File: config.mk
export PLATFORM = sky130hd
export DESIGN_NAME = nibble_serial_adder_ctrl_flat
export DESIGN_NICKNAME = d
export VERILOG_FILES = /design/src/rtl/nibble_serial_adder_ctrl_if.sv /design/src/rtl/nibble_serial_adder_ctrl.sv /design/src/flat_wrapper.sv
export SDC_FILE = /design/constraint.sdc
export NUM_CORES = 1
export LEC_CHECK = 0
export BUFFER_PORTS_ARGS = -buffer_cell sky130_fd_sc_hd__buf_2
export CAP_MARGIN = 20
export CORE_ASPECT_RATIO = 1.2
export CORE_MARGIN = 5
export CORE_UTILIZATION = 55
export CTS_CLUSTER_SIZE = 14
export DETAILED_ROUTE_END_ITERATION = 6
export GPL_ROUTABILITY_DRIVEN = 0
export PLACE_DENSITY = 0.93
export SLEW_MARGIN = 25
export SYNTH_ARGS = -nofsm -noshare
export SYNTH_HDL_FRONTEND = slang
export SYNTH_SLANG_ARGS = --single-unit
File: constraint.sdc
create_clock -name clk -period 2.78 [get_ports clk]
set_input_delay 0.556 -clock clk [delete_from_list [all_inputs] [get_ports clk]]
set_output_delay 0.556 -clock clk [all_outputs]
set_load 0.05 [all_outputs]
File: src/rtl/nibble_serial_adder_ctrl_if.sv
// Operand/result handshake plus the narrow link to the external 4-bit adder.
// slave is the sequencer's view; master is the operand source, result sink and adder.
interface nibble_serial_adder_ctrl_if #(
    parameter int NIBBLES = 4
);
    localparam int W = 4 * NIBBLES;

    logic         in_valid;
    logic         in_ready;
    logic [W-1:0] op_a;
    logic [W-1:0] op_b;
    logic         cin;

    logic [3:0]   adder_a;
    logic [3:0]   adder_b;
    logic         adder_cin;
    logic [3:0]   adder_s;
    logic         adder_co;

    logic         out_valid;
    logic         out_ready;
    logic [W-1:0] sum;
    logic         cout;

    modport slave (
        input  in_valid, op_a, op_b, cin, adder_s, adder_co, out_ready,
        output in_ready, adder_a, adder_b, adder_cin, out_valid, sum, cout
    );

    modport master (
        output in_valid, op_a, op_b, cin, adder_s, adder_co, out_ready,
        input  in_ready, adder_a, adder_b, adder_cin, out_valid, sum, cout
    );
endinterface

File: src/rtl/nibble_serial_adder_ctrl.sv
// Sequences a wide add through an external 4-bit adder, LSB nibble first,
// one nibble per clock, carrying between slices in a register.
module nibble_serial_adder_ctrl #(
    parameter int NIBBLES = 4
) (
    input  logic                           clk,
    input  logic                           rst_n,
    nibble_serial_adder_ctrl_if.slave      bus
);
    localparam int W     = 4 * NIBBLES;
    localparam int IDX_W = (NIBBLES > 1) ? $clog2(NIBBLES) : 1;

    typedef enum logic [1:0] {
        S_IDLE = 2'd0,
        S_RUN  = 2'd1,
        S_DONE = 2'd2
    } state_t;

    state_t             r_state;
    state_t             w_state_nxt;
    logic [W-1:0]       r_op_a;
    logic [W-1:0]       r_op_b;
    logic               r_cin;
    logic [IDX_W-1:0]   r_idx;
    logic               r_carry;
    logic [W-1:0]       r_sum;
    logic               r_cout;

    logic               w_in_ready;
    logic               w_out_valid;
    logic               w_accept;
    logic               w_last;
    logic [3:0]         w_a_sel;
    logic [3:0]         w_b_sel;
    logic [3:0]         w_adder_a;
    logic [3:0]         w_adder_b;
    logic               w_adder_cin;

    assign w_last   = (r_idx == IDX_W'(NIBBLES - 1));
    assign w_accept = bus.in_valid & w_in_ready;

    // Nibble mux written as a compare loop so any NIBBLES works without width games.
    always_comb begin
        w_a_sel = '0;
        w_b_sel = '0;
        for (int n = 0; n < NIBBLES; n++) begin
            if (r_idx == IDX_W'(n)) begin
                w_a_sel = r_op_a[4*n +: 4];
                w_b_sel = r_op_b[4*n +: 4];
            end
        end
    end

    always_ff @(posedge clk or negedge rst_n) begin
        if (!rst_n) r_state <= S_IDLE;
        else        r_state <= w_state_nxt;
    end

    // Handshake outputs depend only on state, never on in_valid/out_ready.
    always_comb begin
        w_state_nxt = r_state;
        w_in_ready  = 1'b0;
        w_out_valid = 1'b0;
        w_adder_a   = 4'd0;
        w_adder_b   = 4'd0;
        w_adder_cin = 1'b0;
        case (r_state)
            S_IDLE: begin
                w_in_ready = 1'b1;
                if (bus.in_valid) w_state_nxt = S_RUN;
            end
            S_RUN: begin
                w_adder_a   = w_a_sel;
                w_adder_b   = w_b_sel;
                w_adder_cin = (r_idx == '0) ? r_cin : r_carry;
                if (w_last) w_state_nxt = S_DONE;
            end
            S_DONE: begin
                w_out_valid = 1'b1;
                if (bus.out_ready) w_state_nxt = S_IDLE;
            end
            default: w_state_nxt = S_IDLE;
        endcase
    end

    // Datapath: sum is only written in RUN, so it holds the last result afterwards.
    always_ff @(posedge clk or negedge rst_n) begin
        if (!rst_n) begin
            r_op_a  <= '0;
            r_op_b  <= '0;
            r_cin   <= 1'b0;
            r_idx   <= '0;
            r_carry <= 1'b0;
            r_sum   <= '0;
            r_cout  <= 1'b0;
        end else begin
            if (w_accept) begin
                r_op_a <= bus.op_a;
                r_op_b <= bus.op_b;
                r_cin  <= bus.cin;
                r_idx  <= '0;
            end
            if (r_state == S_RUN) begin
                for (int n = 0; n < NIBBLES; n++) begin
                    if (r_idx == IDX_W'(n)) r_sum[4*n +: 4] <= bus.adder_s;
                end
                r_carry <= bus.adder_co;
                if (w_last) r_cout <= bus.adder_co;
                else        r_idx  <= r_idx + 1'b1;
            end
        end
    end

    assign bus.in_ready  = w_in_ready;
    assign bus.out_valid = w_out_valid;
    assign bus.adder_a   = w_adder_a;
    assign bus.adder_b   = w_adder_b;
    assign bus.adder_cin = w_adder_cin;
    assign bus.sum       = r_sum;
    assign bus.cout      = r_cout;

endmodule

File: src/flat_wrapper.sv
// flat-port wrapper written by rule: the top's interface ports become plain ports
module nibble_serial_adder_ctrl_flat 
#(
    parameter int NIBBLES = 4
)
  (clk, rst_n, bus_in_valid, bus_op_a, bus_op_b, bus_cin, bus_adder_s, bus_adder_co, bus_out_ready, bus_in_ready, bus_adder_a, bus_adder_b, bus_adder_cin, bus_out_valid, bus_sum, bus_cout);
  nibble_serial_adder_ctrl_if #(.NIBBLES(NIBBLES)) bus_i ();
  input  logic clk;
  input  logic rst_n;
  input wire logic [$bits(bus_i.in_valid)-1:0] bus_in_valid;
  input wire logic [$bits(bus_i.op_a)-1:0] bus_op_a;
  input wire logic [$bits(bus_i.op_b)-1:0] bus_op_b;
  input wire logic [$bits(bus_i.cin)-1:0] bus_cin;
  input wire logic [$bits(bus_i.adder_s)-1:0] bus_adder_s;
  input wire logic [$bits(bus_i.adder_co)-1:0] bus_adder_co;
  input wire logic [$bits(bus_i.out_ready)-1:0] bus_out_ready;
  output wire logic [$bits(bus_i.in_ready)-1:0] bus_in_ready;
  output wire logic [$bits(bus_i.adder_a)-1:0] bus_adder_a;
  output wire logic [$bits(bus_i.adder_b)-1:0] bus_adder_b;
  output wire logic [$bits(bus_i.adder_cin)-1:0] bus_adder_cin;
  output wire logic [$bits(bus_i.out_valid)-1:0] bus_out_valid;
  output wire logic [$bits(bus_i.sum)-1:0] bus_sum;
  output wire logic [$bits(bus_i.cout)-1:0] bus_cout;
  assign bus_i.in_valid = bus_in_valid;
  assign bus_i.op_a = bus_op_a;
  assign bus_i.op_b = bus_op_b;
  assign bus_i.cin = bus_cin;
  assign bus_i.adder_s = bus_adder_s;
  assign bus_i.adder_co = bus_adder_co;
  assign bus_i.out_ready = bus_out_ready;
  assign bus_in_ready = bus_i.in_ready;
  assign bus_adder_a = bus_i.adder_a;
  assign bus_adder_b = bus_i.adder_b;
  assign bus_adder_cin = bus_i.adder_cin;
  assign bus_out_valid = bus_i.out_valid;
  assign bus_sum = bus_i.sum;
  assign bus_cout = bus_i.cout;
  nibble_serial_adder_ctrl #(.NIBBLES(NIBBLES)) u_core (.clk(clk), .rst_n(rst_n), .bus(bus_i));
endmodule
==> results.toml <==
[run_status]
status = "finished, final reports clean"

[die]
num_rows = 26
coreArea_um2 = 4290
start_util_pct = 57.3
die_x_um = 71.1
die_h_um = 83.3
io_pins = 70
dieArea_um2 = 5920

[global_route]
overflow = 0
grt_start_max_net_pins = 41
grt_pass1_wl_um = 9000
first_global_vias = 1832
antenna_found_initial = 0
grtUsageTotal_pct = 19.2

[yosys]
synth_seq_cells = 55
synth_area_leaders = "dfrtp_1 56%, mux2_2 21%, o41ai_2 2.6%"
avgSynthCellArea_um2 = 13.9
yosysUniqueCellTypes = 26
synth_area_leader_cell = "dfrtp_1"
ys_seq_area_share_pct = 55.9
syn_area_um2 = 2460
yosysTopAreaCellShare_pct = 55.9
synth_nets = 223
yosys_warnings = 0
synthCells = 177

[sta]
slew-limit-headroom_pct = 43.6
setup_violations = 0
tns_ns = 0
tightest_slew_ns = 0.847
hold_viol_final = 0
timing.fmax_ghz = 0.368
skew_ns = 0.0101
min_period_over_period_pct = 97.7
period_minus_slack_ns = 2.72
slew_violations = 0
rsz0062_at_grt = "false"

[clocking]
numCtsBuffers = 5
clockBufferDepth = 2
path_clk_slew_ns = 0.10
htreeDepth = 2
clkLatencyLatePin_ns = 0.31
clock-root-buffer = "clkbuf_8"
clock-sinks = 55
cts_tree = "built"
post-cts-setup-buffers = 0

[routing]
postRouteAntennaNets = 0
drc = 0
vias = 1713
drt_wl_total_um = 5490
first_pass_iters = 4
detail_route.wl_per_cell_um = 17.9
viasPerCell = 5.60
drtIter0Drc = 106

[finish]
drive_above_1_share_pct = 55.6
diodes = 0
final_core_util_pct = 70.1
fin_nets = 295
n_fill_cell = 303
synthToLayoutAreaGrowth_pct = 22.2

[setup_path]
startpoint_type = "register"
path_max_fanout = 7
critical_path_class = "register to output pin"
worstPathArrival_ns = 2.16
cp.required_ns = 2.22
endpoint_kind = "output pin"
ff2ff_path_depth = 3

[place]
port_buffers = 69
hpwl_um = 3940

[hold_path]
hold_class = "input pin to asynchronous set/reset pin"

[job]
maxCapViolCount = 0
## per-layer routing
layer / GRT usage [%] / share of wire [%]
met1: 23.9 / 39
met2: 32.3 / 53
met3: 4.71 / 6.2
met4: 6.67 / 1.8
met5: 0 / 0
## cell usage after synthesis (all sizes together)
| cell | count |
|---|---|
| nor3b | 1 |
| a32o | 1 |
| mux2i | 2 |
| a221oi | 7 |
| nor2b | 9 |
| a21oi | 1 |
| inv | 4 |
| o41ai | 7 |
| and2b | 1 |
| nand2 | 8 |
| o21bai | 1 |
| o22ai | 1 |
| o21ai | 2 |
| mux2 | 50 |
| buf | 7 |
| nand3 | 7 |
| dfrtp | 55 |
| clkbuf | 3 |
| nor2 | 2 |
| ha | 4 |
| nor3 | 1 |
| nand2b | 3 |
## logic make-up after synthesis
group | synth area share (%)
buffers and inverters | 3.25
adder cells (fa/ha/maj) | 2.03
AO/OA/AOI/OAI | 7.77
multiplexers | 23.7
AND/OR/NAND/NOR | 7.37
flip-flops | 55.9
## state kept, by name, summed over array words and instances (netlist names)
| register | flops |
|---|---|
| u_core.bus.cout | 1 |
| u_core.bus.sum | 16 |
| u_core.r_carry | 1 |
| u_core.r_cin | 1 |
| u_core.r_idx | 2 |
| u_core.r_op_a | 16 |
| u_core.r_op_b | 16 |
| u_core.r_state | 2 |
## critical path, cell delays in order (launching register included)
cell and delay (ns):
dfrtp_1 0.43, inv_1 0.12, ha_1 0.24, nor2b_1 0.15
buf_4 0.16, a221oi_1 0.10, o41ai_2 0.33, buf_2 0.33
## worst paths after layout
check                      slack (ns)                 end             from
hold / removal                   0.34   u_core.r_state[1]            rst_n
setup reg to reg                 0.92  u_core.bus.sum[12]  u_core.r_idx[0]
setup / recovery                 0.06      bus_adder_a[0]  u_core.r_idx[0]
max in group asynchronous        1.76    u_core.r_op_b[8]            rst_n
min in group clk                 0.43   u_core.r_state[1]    bus_out_ready
hold reg to reg                  0.48      u_core.r_carry   u_core.r_carry
## per-stage QoR
step / worst slack (ns) / instance area, um2 / hold slack (ns) / instances
after floorplan: 0.163 / 2480 / 0.260 / 177
after global placement: 0.482 / 2880 / 0.459 / 298
after detailed placement: 0.437 / 2880 / 0.462 / 298
after CTS: 0.0576 / 3000 / 0.373 / 306
after global routing: 0.000264 / 3010 / 0.422 / 306
final: 0.0635 / 3010 / 0.343 / 306
## layout make-up
type                            count  area (um2)  share of cell area, %
Sequential cell                    55        1380                   45.7
Multi-Input combinational cell    108        1030                   34.3
Timing Repair Buffer               75         400                   13.3
Tap cell                           56        70.1                   2.33
Clock buffer                        5        68.8                   2.29
Clock inverter                      3        47.5                   1.58
Inverter                            4        15.0                  0.499
## timing repair
action / CTS / global route
hold buffers: 0 / 0
resized for setup: 0 / 7
endpoints found under the setup margin: 0 / 7
endpoints found under the hold margin: 0 / 0
## layout by cell type (no fill, tap or decap), types with 2 or more instances in the layout
master / synthesis / routed
mux2i_1: 2 / 2
inv_1: 4 / 4
buf_4: 0 / 8
buf_2: 4 / 65
clkbuf_4: 0 / 2
mux2_1: 4 / 4
nand2_1: 7 / 7
nor2b_1: 9 / 9
nor2_1: 2 / 2
dfrtp_1: 55 / 55
ha_1: 4 / 3
a221oi_1: 7 / 7
clkbuf_8: 0 / 5
mux2_2: 46 / 46
o41ai_2: 4 / 7
o21ai_0: 2 / 2
nand2b_1: 3 / 3
nand3_1: 7 / 7
Power is not shown: default switching activity piles up to over one toggle a cycle in this logic, so the estimate is an artifact.
